## src/rtl/button_sequence_capture.sv

```systemverilog
// rtl/button_sequence_capture.sv - debounced KEY capture into a packed 2-bit symbol sequence
// Symbols are accepted one press at a time; a release must be seen between presses.
module button_sequence_capture #(
  parameter int DEBOUNCE_CYCLES = 500000,
  parameter int MAX_SYMBOLS     = 16
) (
  input  logic                     clock,
  input  logic                     reset,
  input  logic                     button_1,
  input  logic                     button_2,
  input  logic                     button_3,
  input  logic                     button_4,
  input  logic                     start,
  input  logic [4:0]               target_len,
  input  logic [2*MAX_SYMBOLS-1:0] expected_seq,
  output logic                     symbol_valid,
  output logic [1:0]               symbol,
  output logic [5:0]               input_count,
  output logic [2*MAX_SYMBOLS-1:0] entered_seq,
  output logic                     done,
  output logic                     match,
  output logic                     multi_press,
  output logic                     led_1,
  output logic                     led_2,
  output logic                     led_3,
  output logic                     led_4
);

  localparam int SW    = 2 * MAX_SYMBOLS;
  localparam int CNT_W = (DEBOUNCE_CYCLES > 2) ? $clog2(DEBOUNCE_CYCLES) : 1;
  localparam logic [CNT_W-1:0] CNT_LAST = CNT_W'(DEBOUNCE_CYCLES - 1);
  localparam logic [5:0]       MAX_CNT  = 6'(MAX_SYMBOLS);

  typedef enum logic [2:0] {
    S_IDLE,
    S_RELEASE_WAIT,
    S_PRESS_WAIT,
    S_HOLD,
    S_COMPLETE
  } state_t;

  state_t            state_q, state_d;
  logic [3:0]        sync1_q, sync2_q;
  logic [3:0]        lbtn_q;
  logic [CNT_W-1:0]  cnt_q, cnt_d;
  logic [5:0]        count_q, count_d;
  logic [5:0]        tlen_q, tlen_d;
  logic [SW-1:0]     entered_q, entered_d;
  logic [1:0]        symbol_q, symbol_d;
  logic              symbol_valid_q, symbol_valid_d;
  logic              done_q, done_d;
  logic              match_q, match_d;
  logic              multi_q, multi_d;

  logic [3:0]        btn;
  logic [2:0]        ones;
  logic              one_hot;
  logic              capturing;
  logic [1:0]        btn_sym;
  logic [5:0]        tlen_clamped;
  logic [5:0]        count_inc;
  logic [SW-1:0]     entered_ins;
  logic [SW-1:0]     seq_mask;

  assign btn       = ~sync2_q;
  assign ones      = {2'b00, btn[0]} + {2'b00, btn[1]} + {2'b00, btn[2]} + {2'b00, btn[3]};
  assign one_hot   = (ones == 3'd1);
  assign capturing = (state_q == S_RELEASE_WAIT) || (state_q == S_PRESS_WAIT) ||
                     (state_q == S_HOLD);
  assign tlen_clamped = (6'(target_len) > MAX_CNT) ? MAX_CNT : 6'(target_len);
  assign count_inc    = count_q + 6'd1;

  always_comb begin
    btn_sym = 2'd3;
    case (btn)
      4'b0001: btn_sym = 2'd0;
      4'b0010: btn_sym = 2'd1;
      4'b0100: btn_sym = 2'd2;
      default: btn_sym = 2'd3;
    endcase
  end

  // Entered sequence with the current symbol dropped into slot count_q, and the
  // comparison window covering only the first tlen_q symbols.
  always_comb begin
    entered_ins = entered_q;
    seq_mask    = '0;
    for (int i = 0; i < MAX_SYMBOLS; i++) begin
      if (count_q == 6'(i)) entered_ins[2*i +: 2] = btn_sym;
      if (6'(i) < tlen_q)   seq_mask[2*i +: 2]    = 2'b11;
    end
  end

  always_comb begin
    state_d        = state_q;
    cnt_d          = cnt_q;
    count_d        = count_q;
    tlen_d         = tlen_q;
    entered_d      = entered_q;
    symbol_d       = symbol_q;
    symbol_valid_d = 1'b0;
    done_d         = done_q;
    match_d        = match_q;
    multi_d        = capturing && (ones > 3'd1);

    case (state_q)
      S_IDLE: ;
      S_RELEASE_WAIT, S_HOLD: begin
        if (btn != 4'b0000) begin
          cnt_d = '0;
        end else if (cnt_q == CNT_LAST) begin
          cnt_d   = '0;
          state_d = S_PRESS_WAIT;
        end else begin
          cnt_d = cnt_q + 1'b1;
        end
      end
      S_PRESS_WAIT: begin
        if (!one_hot || (btn != lbtn_q)) begin
          cnt_d = '0;
        end else if (cnt_q == CNT_LAST) begin
          cnt_d          = '0;
          symbol_valid_d = 1'b1;
          symbol_d       = btn_sym;
          entered_d      = entered_ins;
          count_d        = count_inc;
          if (count_inc == tlen_q) begin
            state_d = S_COMPLETE;
            done_d  = 1'b1;
            match_d = (((entered_ins ^ expected_seq) & seq_mask) == '0);
          end else begin
            state_d = S_HOLD;
          end
        end else begin
          cnt_d = cnt_q + 1'b1;
        end
      end
      S_COMPLETE: ;
      default: state_d = S_IDLE;
    endcase

    // start overrides whatever the state machine decided this cycle
    if (start) begin
      cnt_d          = '0;
      count_d        = '0;
      entered_d      = '0;
      symbol_valid_d = 1'b0;
      tlen_d         = tlen_clamped;
      if (tlen_clamped == 6'd0) begin
        state_d = S_COMPLETE;
        done_d  = 1'b1;
        match_d = 1'b1;
      end else begin
        state_d = S_RELEASE_WAIT;
        done_d  = 1'b0;
        match_d = 1'b0;
      end
    end
  end

  always_ff @(posedge clock) begin
    if (reset) begin
      sync1_q        <= 4'hF;
      sync2_q        <= 4'hF;
      lbtn_q         <= 4'h0;
      state_q        <= S_IDLE;
      cnt_q          <= '0;
      count_q        <= '0;
      tlen_q         <= '0;
      entered_q      <= '0;
      symbol_q       <= '0;
      symbol_valid_q <= 1'b0;
      done_q         <= 1'b0;
      match_q        <= 1'b0;
      multi_q        <= 1'b0;
    end else begin
      sync1_q        <= {button_4, button_3, button_2, button_1};
      sync2_q        <= sync1_q;
      lbtn_q         <= btn;
      state_q        <= state_d;
      cnt_q          <= cnt_d;
      count_q        <= count_d;
      tlen_q         <= tlen_d;
      entered_q      <= entered_d;
      symbol_q       <= symbol_d;
      symbol_valid_q <= symbol_valid_d;
      done_q         <= done_d;
      match_q        <= match_d;
      multi_q        <= multi_d;
    end
  end

  assign symbol_valid = symbol_valid_q;
  assign symbol       = symbol_q;
  assign input_count  = count_q;
  assign entered_seq  = entered_q;
  assign done         = done_q;
  assign match        = match_q;
  assign multi_press  = multi_q;
  assign led_1        = (state_q == S_HOLD) && (symbol_q == 2'd0);
  assign led_2        = (state_q == S_HOLD) && (symbol_q == 2'd1);
  assign led_3        = (state_q == S_HOLD) && (symbol_q == 2'd2);
  assign led_4        = (state_q == S_HOLD) && (symbol_q == 2'd3);

endmodule
```

## config.mk

```make
export PLATFORM = sky130hd
export DESIGN_NAME = button_sequence_capture
export DESIGN_NICKNAME = d
export VERILOG_FILES = /design/src/rtl/button_sequence_capture.sv
export SDC_FILE = /design/constraint.sdc
export NUM_CORES = 1
export LEC_CHECK = 0
export CAP_MARGIN = 30
export CORE_MARGIN = 10
export CORE_UTILIZATION = 30
export CTS_CLUSTER_DIAMETER = 150
export DETAILED_ROUTE_END_ITERATION = 10
export DONT_BUFFER_PORTS = 1
export SYNTH_ARGS = -nofsm -noshare
export SYNTH_HDL_FRONTEND = slang
export SYNTH_SLANG_ARGS = --single-unit
```

## constraint.sdc

```tcl
create_clock -name clock -period 3.8 [get_ports clock]
set_input_delay 0.57 -clock clock [delete_from_list [all_inputs] [get_ports clock]]
set_output_delay 0.57 -clock clock [all_outputs]
set_load 0.05 [all_outputs]
```

==> reports/results.txt <==
H-tree Lvls -> 3
Worst setup path class -> reg2reg
Placed cell area -> 5050 um^2
CP Launch Type -> flop
Clock buffer depth -> 2
DP HPWL -> 10.0 mm
Drt pass-1 iters -> 4
Post-place setup slack -> 0.514 ns
Nets -> 595
Cell variety after synth -> 64
Critical Path Sink Type -> flop
Setup violators final -> 0
Fin crit share -> 86.4%
Drc violations -> 0
Ys flop type -> dfxtp_1
TritonCTS clock tree -> built
Vias per inst -> 4.93
Vias in the first global route -> 3786
Max Cap Viol -> 0
DR WL/cell -> 17.3 um
Status -> finished, final reports clean
PortBufs -> 0
Final ANT Viol Nets -> 0
Unrepaired setup endpoints after global routing -> false
GP Congestion -> 0.789
Ys Warns -> 0
Root Driver -> clkbuf_16
Post-CTS Hold Buffers -> 0
FMAX -> 0.304 GHz
Avg Inst Size Synth -> 8.85 um^2
Largest net degree at the start of global routing -> 42
Drt first-iter violations -> 237
Post-synthesis sequential area ratio -> 34.2%
All-Layer GR Usage -> 12.3%
Post-CTS resize count -> 0
Syn_nets -> 605
Mapped Cells -> 549
IO Pins -> 92
Die Wd -> 147 um
Clock latency on the worst-skew pair -> 0.35 ns
Final instance area -> 5380 um^2
Leak -> 1.98 nW
Antenna violations before repair -> 0
Synthesis-stage register bit count -> 83
Worst hold-check slack -> 0.276 ns
FF-to-FF path depth -> 11
Worst slew pin tran -> 0.900 ns
Starting Density -> 30.6%
Rows -> 46
Die height -> 147 um
Clock skew -> 0.00874 ns
Num CTS Buffers -> 9
Mapped Area -> 4860 um^2
Slew Viols, Final -> 0
GR Overflow Total -> 0
Data arrival, critical path -> 3.49 ns
WL final -> 13.2 mm
FILL cells -> 1674
EDFF count, synth -> 0
Clock slew at reported path FFs -> 0.06 ns
Clock sink count -> 83
Slew HR -> 39.8%
PwrDens -> 370 nW/um^2
Core box area -> 15900 um^2
DR vias -> 3750
Final hold vios -> 0
Area occupied by multi-input gates -> 3000 um^2
Setup TNS Final -> 0 ns
Share of cells above drive strength 1 -> 11.9%
Fin crit period -> 3.28 ns
Post-CTS Setup Bufs -> 0
Fin worst setup slack -> 0.516 ns
Hold Path Class -> in2reg
Final Power -> 1.99 mW
Hold path depth -> 1
ANT cells -> 0
Peak VDD IR -> 209 uV
CP max FO -> 26
CP required -> 4.01 ns
First-pass GRT wire length -> 21.1 mm
Storage element area -> 1660 um^2
Die footprint -> 21700 um^2
Area delta synth->final -> 10.7%
Async SR Flop Fraction -> 0%
cell type report:
cell class / count / area share [%]
repair buffers: 10 / 1.39
inverters: 12 / 0.837
clock buffers: 12 / 4.77
flip-flops and latches: 83 / 30.9
clock inverters: 4 / 1.35
well taps: 216 / 5.02
multi-input cells: 423 / 55.8
cell families (layout without fill, tap and decap cells):
group | count (synthesis) | count (layout) | synth area share, %
flip-flops | 83 | 83 | 34.2
multiplexers | 67 | 67 | 13.8
adder cells (fa/ha/maj) | 12 | 12 | 3.24
XOR/XNOR | 62 | 62 | 11.2
AO/OA/AOI/OAI | 63 | 63 | 8.26
buffers and inverters | 43 | 38 | 4.30
AND/OR/NAND/NOR | 219 | 219 | 25.0
cell usage in the layout (no fill, tap or decap), types with 9 or more instances in the layout:
| master | n |
|---|---|
| nor2_1 | 83 |
| dfxtp_1 | 83 |
| mux2i_1 | 67 |
| xor2_1 | 35 |
| nand2_1 | 34 |
| xnor2_1 | 27 |
| a21oi_1 | 20 |
| nand3_1 | 17 |
| or2_2 | 15 |
| inv_1 | 12 |
| nor2_4 | 12 |
| ha_1 | 11 |
| o21ai_0 | 10 |
| buf_4 | 10 |
| nor3_1 | 9 |
| clkbuf_16 | 9 |
power by group:
| group | internal, mW | switching [mW] | leakage (nW) |
|---|---|---|---|
| Clock | 0.610 | 0.362 | 0.159 |
| Combinational | 0.0501 | 0.0733 | 1.15 |
| Sequential | 0.880 | 0.0178 | 0.672 |
| Total | 1.54 | 0.453 | 1.98 |
critical path, stage by stage, from the launching register on:
cell and delay, ns:
dfxtp_1 0.41, inv_1 0.11, fa_1 0.48, ha_1 0.21
ha_1 0.28, nor3b_1 0.27, nand4_1 0.17, or2_2 0.32
buf_4 0.30, nor2b_1 0.29, mux2i_1 0.22, nor2_1 0.06
sequential cells by signal, indices dropped and copies added (netlist names):
signal        cells
cnt_q            19
done              1
symbol_valid      1
entered_seq      32
state_q           3
match             1
multi_press       1
lbtn_q            4
sync1_q           4
sync2_q           4
symbol            2
input_count       6
tlen_q            5
cell usage after synthesis (7+ instances only):
master	count	share of area, %
dfxtp_1	83	34
nor3_1	9	0.93
a21oi_1	20	2.1
inv_1	12	0.93
ha_1	11	2.8
nor2_4	12	2.8
xnor2_1	27	4.9
mux2i_1	67	14
nand2_1	34	2.6
xor2_1	35	6.3
buf_2	7	0.72
or2_2	14	1.8
nand3_1	17	1.8
nor2_1	83	6.4
o21ai_0	10	1.0
clkbuf_1	18	1.4
final timing paths:
check                                      startpoint                            to  slack (ns)
worst max-delay path            sync2_q[0]$_SDFF_PP1_  entered_seq[28]$_SDFFE_PP0P_        0.52
worst min-delay path                            reset        tlen_q[0]$_SDFFE_PP0P_        0.28
worst max register to register  sync2_q[0]$_SDFF_PP1_  entered_seq[28]$_SDFFE_PP0P_        0.52
worst min register to register  sync1_q[0]$_SDFF_PP1_         sync2_q[0]$_SDFF_PP1_        0.41
stage by stage:
stage          std cells  utilization (%)
5_1_grt              760             33.9
3_5_place_dp         744             31.8
4_1_cts              760             33.9
2_1_floorplan        549                -
3_3_place_gp         744             31.8
6_report             760             33.9
per-layer routing:
metal	vias up	track usage (%)	wire [um]
li1	1866	-	-
met1	1789	13.5	5310
met2	82	21.1	6660
met3	13	5.16	964
met4	0	3.77	248
met5	-	0	0
No activity file was read; power rests on OpenSTA's default activity.
